### config.mk
export PLATFORM = sky130hd
export DESIGN_NAME = apb4_master_bridge
export DESIGN_NICKNAME = d
export VERILOG_FILES = /design/src/rtl/apb4_master_bridge.sv
export SDC_FILE = /design/constraint.sdc
export NUM_CORES = 1
export LEC_CHECK = 0
export CORE_MARGIN = 3
export CORE_UTILIZATION = 30
export CTS_CLUSTER_DIAMETER = 100
export CTS_CLUSTER_SIZE = 12
export DETAILED_ROUTE_END_ITERATION = 10
export PLACE_DENSITY = 0.59
export SETUP_SLACK_MARGIN = 0.3
export SLEW_MARGIN = 20
export SYNTH_ARGS = -nofsm -noshare
export SYNTH_HDL_FRONTEND = slang
export SYNTH_SLANG_ARGS = --single-unit
export TNS_END_PERCENT = 5
### constraint.sdc
create_clock -name PCLK -period 1.83 [get_ports PCLK]
set_clock_uncertainty 0.2 [all_clocks]
set_input_delay 0.183 -clock PCLK [delete_from_list [all_inputs] [get_ports PCLK]]
set_output_delay 0.183 -clock PCLK [all_outputs]
set_load 0.01 [all_outputs]
### src/rtl/apb4_master_bridge.sv
// rtl/apb4_master_bridge.sv - APB4 requester converting a valid/ready command/response pair into SETUP/ACCESS transfers
module apb4_master_bridge #(
    parameter int ADDR_WIDTH     = 32,
    parameter int DATA_WIDTH     = 32,
    parameter int TIMEOUT_CYCLES = 16,
    parameter int CNT_WIDTH      = 16
) (
    input  logic                    PCLK,
    input  logic                    PRESETn,
    input  logic                    cmd_valid,
    output logic                    cmd_ready,
    input  logic                    cmd_write,
    input  logic [ADDR_WIDTH-1:0]   cmd_addr,
    input  logic [DATA_WIDTH-1:0]   cmd_wdata,
    input  logic [DATA_WIDTH/8-1:0] cmd_strb,
    input  logic [2:0]              cmd_prot,
    output logic                    rsp_valid,
    input  logic                    rsp_ready,
    output logic [DATA_WIDTH-1:0]   rsp_rdata,
    output logic                    rsp_err,
    output logic                    rsp_timeout,
    output logic                    PSEL,
    output logic                    PENABLE,
    output logic                    PWRITE,
    output logic [ADDR_WIDTH-1:0]   PADDR,
    output logic [DATA_WIDTH-1:0]   PWDATA,
    output logic [DATA_WIDTH/8-1:0] PSTRB,
    output logic [2:0]              PPROT,
    input  logic [DATA_WIDTH-1:0]   PRDATA,
    input  logic                    PREADY,
    input  logic                    PSLVERR
);

    typedef enum logic [1:0] {
        IDLE   = 2'd0,
        SETUP  = 2'd1,
        ACCESS = 2'd2,
        RESP   = 2'd3
    } state_t;

    // The abort fires on the TIMEOUT_CYCLES-th low-PREADY ACCESS cycle, when the counter
    // still holds the number of earlier low cycles.
    localparam logic [CNT_WIDTH-1:0] TO_LAST =
        CNT_WIDTH'((TIMEOUT_CYCLES == 0) ? 0 : TIMEOUT_CYCLES - 1);

    state_t               state_q;
    state_t               state_d;
    logic [CNT_WIDTH-1:0] wait_cnt;
    logic                 timeout_hit;

    assign cmd_ready   = (state_q == IDLE);
    assign timeout_hit = (TIMEOUT_CYCLES != 0) && !PREADY && (wait_cnt == TO_LAST);

    always_comb begin
        state_d = state_q;
        case (state_q)
            IDLE:    if (cmd_valid) state_d = SETUP;
            SETUP:   state_d = ACCESS;
            ACCESS:  if (PREADY || timeout_hit) state_d = RESP;
            RESP:    if (rsp_ready) state_d = IDLE;
            default: state_d = IDLE;
        endcase
    end

    always_ff @(posedge PCLK or negedge PRESETn) begin
        if (!PRESETn) begin
            state_q     <= IDLE;
            wait_cnt    <= '0;
            PSEL        <= 1'b0;
            PENABLE     <= 1'b0;
            PWRITE      <= 1'b0;
            PADDR       <= '0;
            PWDATA      <= '0;
            PSTRB       <= '0;
            PPROT       <= '0;
            rsp_valid   <= 1'b0;
            rsp_rdata   <= '0;
            rsp_err     <= 1'b0;
            rsp_timeout <= 1'b0;
        end else begin
            state_q <= state_d;
            case (state_q)
                IDLE: begin
                    if (cmd_valid) begin
                        PSEL     <= 1'b1;
                        PWRITE   <= cmd_write;
                        PADDR    <= cmd_addr;
                        PWDATA   <= cmd_write ? cmd_wdata : '0;
                        PSTRB    <= cmd_write ? cmd_strb : '0;
                        PPROT    <= cmd_prot;
                        wait_cnt <= '0;
                    end
                end
                SETUP: PENABLE <= 1'b1;
                ACCESS: begin
                    if (PREADY) begin
                        PSEL        <= 1'b0;
                        PENABLE     <= 1'b0;
                        rsp_valid   <= 1'b1;
                        rsp_rdata   <= PWRITE ? '0 : PRDATA;
                        rsp_err     <= PSLVERR;
                        rsp_timeout <= 1'b0;
                    end else if (timeout_hit) begin
                        PSEL        <= 1'b0;
                        PENABLE     <= 1'b0;
                        rsp_valid   <= 1'b1;
                        rsp_rdata   <= '0;
                        rsp_err     <= 1'b1;
                        rsp_timeout <= 1'b1;
                    end else begin
                        wait_cnt <= wait_cnt + 1'b1;
                    end
                end
                RESP: if (rsp_ready) rsp_valid <= 1'b0;
                default: ;
            endcase
        end
    end

endmodule

==> out/results.tsv <==
metric	value	unit
outcome	finished with violations	
failing checks	setup timing	
initial antenna violation count	0	
dpl cell area	8180	µm²
WL/cell	16.6	µm
largest net degree at the start of global routing	44	
boundary pin count	220	
IO buf count	219	
first-pass GRT wire length	25900	µm
Critical-path top delay cell	or4_1	
synthesis-stage register bit count	127	
Hold Vio Cnt, Final	0	
RSZ-0062 raised after global routing	true	
Final Setup Violations	44	
Max Freq	0.509	GHz
Core Rows	47	
setup ws final	-135	ps
Max VDD drop	709	µV
detailed-router iteration count before antenna repair	4	
MaxCap Viol Count	0	
Synth area leader	dfrtp_1	
number of remaining DRC errors	0	
Routability Congestion	0.868	
post-layout min period	1960	ps
CTS Buf Count	17	
synth top area cells	dfrtp_1 60%, mux2_2 8.1%, nand2_1 6.5%, a22o_1 5.8%, o21ai_0 3.6%	
Power per Cell Area	1560	nW/µm²
top cells by count, synth	127 x dfrtp_1, 92 x nand2_1, 38 x mux2_2, 38 x o21ai_0, 35 x a22o_1	
Netlist cell types	44	
# nets final	851	
share of post-route cells with drive strength above 1	0.226	
Critical Path AT	2100	ps
Design Power	14100	µW
mapped cell area	5280	µm²
diodes inserted	0	
worst path cell trace	ha_2, and3_4, a41o_1, or4_1, a21oi_2	
Slew HR	0.752	
DR vias/cell	4.77	
Synth Net Count	576	
Die Y	139	µm
die width	139	µm
fin crit share	1.07	
HPWL after DPL	11200	µm
clk buf depth	2	
Root Buffer	clkbuf_16	
Worst Path Buf+Inv	0	
critical path's top delay family	simple AND/OR/NAND/NOR gates	
multi-input combinational cell area	2140	µm²
Slew @ Worst Pin	369	ps
clk_lat worst skew	400	ps
grt ovf	0	
Leakage Power	0.00435	µW
Final Routed Wirelength	16100	µm
Async S/R FF share, synth	1.00	
Core Area	16900	µm²
post-route cell area	9010	µm²
count leader, synth	dfrtp_1	
total number of vias	4620	
Post-synth EDFFs	0	
Post-Synthesis Cells	461	
total track usage	0.168	
die area	19200	µm²
H-tree depth	4	
Crit Path Max Fanout	3	
crit path capture type	flop	
Worst setup SP type	flop	
Fill cells	1496	
Crit Path Category	flop to flop	
TritonCTS clock tree	done	
DR iter-0 viols	192	
Sink Count	127	
antenna-violating nets left	0	
mean post-synth cell area	11.5	µm²
register area	3180	µm²
vias in the first global route	4886	
post-synthesis sequential area ratio	0.601	
total number of yosys warnings	0	
Place WS	-157	ps
Worst Path Required	1970	ps
Area Overhead vs Synth	70.5	%
HP Class	input port to asynchronous set/reset pin	
post-synth top area share	0.601	
Max Slew Vio Count	0	
Worst path max stage delay	530	ps
Post-synth top flop	dfrtp_1	
starting density of the core	0.312	
CTS clk-pin slew, worst paths	60	ps
through the flow:
step | hold slack [ps] | TNS, ps | util | cells
6_report | 31.2 | -3920 | 0.532 | 969
4_1_cts | 20.0 | -4690 | 0.526 | 968
3_5_place_dp | -94.6 | -5430 | 0.483 | 926
2_1_floorplan | -313 | -235 | - | 461
5_1_grt | 35.2 | -8550 | 0.532 | 969
3_3_place_gp | -97.5 | -4490 | 0.483 | 926
cell type report:
cell class	count	area share
flip-flops and latches	127	0.353
repair buffers	285	0.310
multi-input cells	296	0.238
clock buffers	18	0.0476
well taps	220	0.0306
clock inverters	14	0.0172
inverters	9	0.00375
final timing paths:
| kind | from | end | slack, ps | cells after the start |
|---|---|---|---|---|
| worst max-delay path | wait_cnt[0] | wait_cnt[14] | -130 | 5 |
| worst min-delay path | PRESETn | PADDR[19] | 30 | 2 |
| worst max register to register | wait_cnt[0] | wait_cnt[14] | -130 | 5 |
| worst min register to register | PWDATA[29] | PWDATA[29] | 280 | 2 |
| max in group asynchronous | PRESETn | PWDATA[22] | 880 | 3 |
| min in group PCLK | cmd_strb[2] | PSTRB[2] | 110 | 3 |
state kept, by name (all words and copies together) (netlist names):
| register | flops |
|---|---|
| PADDR | 32 |
| PENABLE | 1 |
| PPROT | 3 |
| PSEL | 1 |
| PSTRB | 4 |
| PWDATA | 32 |
| PWRITE | 1 |
| rsp_err | 1 |
| rsp_rdata | 32 |
| rsp_timeout | 1 |
| rsp_valid | 1 |
| state_q | 2 |
| wait_cnt | 16 |
per-layer routing:
metal,vias up,global-route usage,part of all wire
met5,-,0,0
met2,182,0.277,0.49
met4,0,0.0649,0.023
li1,2191,-,-
met1,2223,0.202,0.41
met3,24,0.0590,0.076
kinds of logic after synthesis:
group / after synthesis / synth area share
mux: 44 / 0.0924
compound gates: 107 / 0.138
simple gates: 140 / 0.127
flops: 127 / 0.601
buf+inv: 38 / 0.0296
fa+ha+maj: 5 / 0.0118
report_power, final:
group	internal (µW)	switching [µW]
combinational	3260	2790
clock	2030	1320
sequential	4000	667
total	9280	4770
cell usage in the layout, fill, tap and decap left out, drive strengths merged, types with 2 or more instances in the layout:
cell type,Yosys,routed
nand4b,5,5
mux2i,6,6
a31oi,2,2
nor3,6,6
o22ai,3,3
a21oi,11,11
mux2,38,38
nor3b,3,3
dfrtp,127,127
nand4,3,3
nor2,11,11
bufinv,0,2
dlymetal6s2s,0,6
clkdlybuf4s50,0,108
o211ai,5,5
and3,6,6
a22o,35,35
nand2,92,92
clkinv,0,5
clkinvlp,0,2
nor4,5,5
clkbuf,16,19
dlygate4sd2,0,100
o21ai,41,41
buf,13,66
ha,5,5
nand3,3,3
inv,9,14
clkdlybuf4s15,0,3
repair_timing:
item | 4_1_cts | 5_1_grt
gates cloned | 1 | 1
buffers inserted | 8 | 0
pin swaps | 39 | 21
setup endpoints to repair | 235 | 136
hold endpoints to repair | 127 | 0
gates resized for setup | 181 | 23
hold buffers | 1 | 0
(Power assumes the default switching activity.)
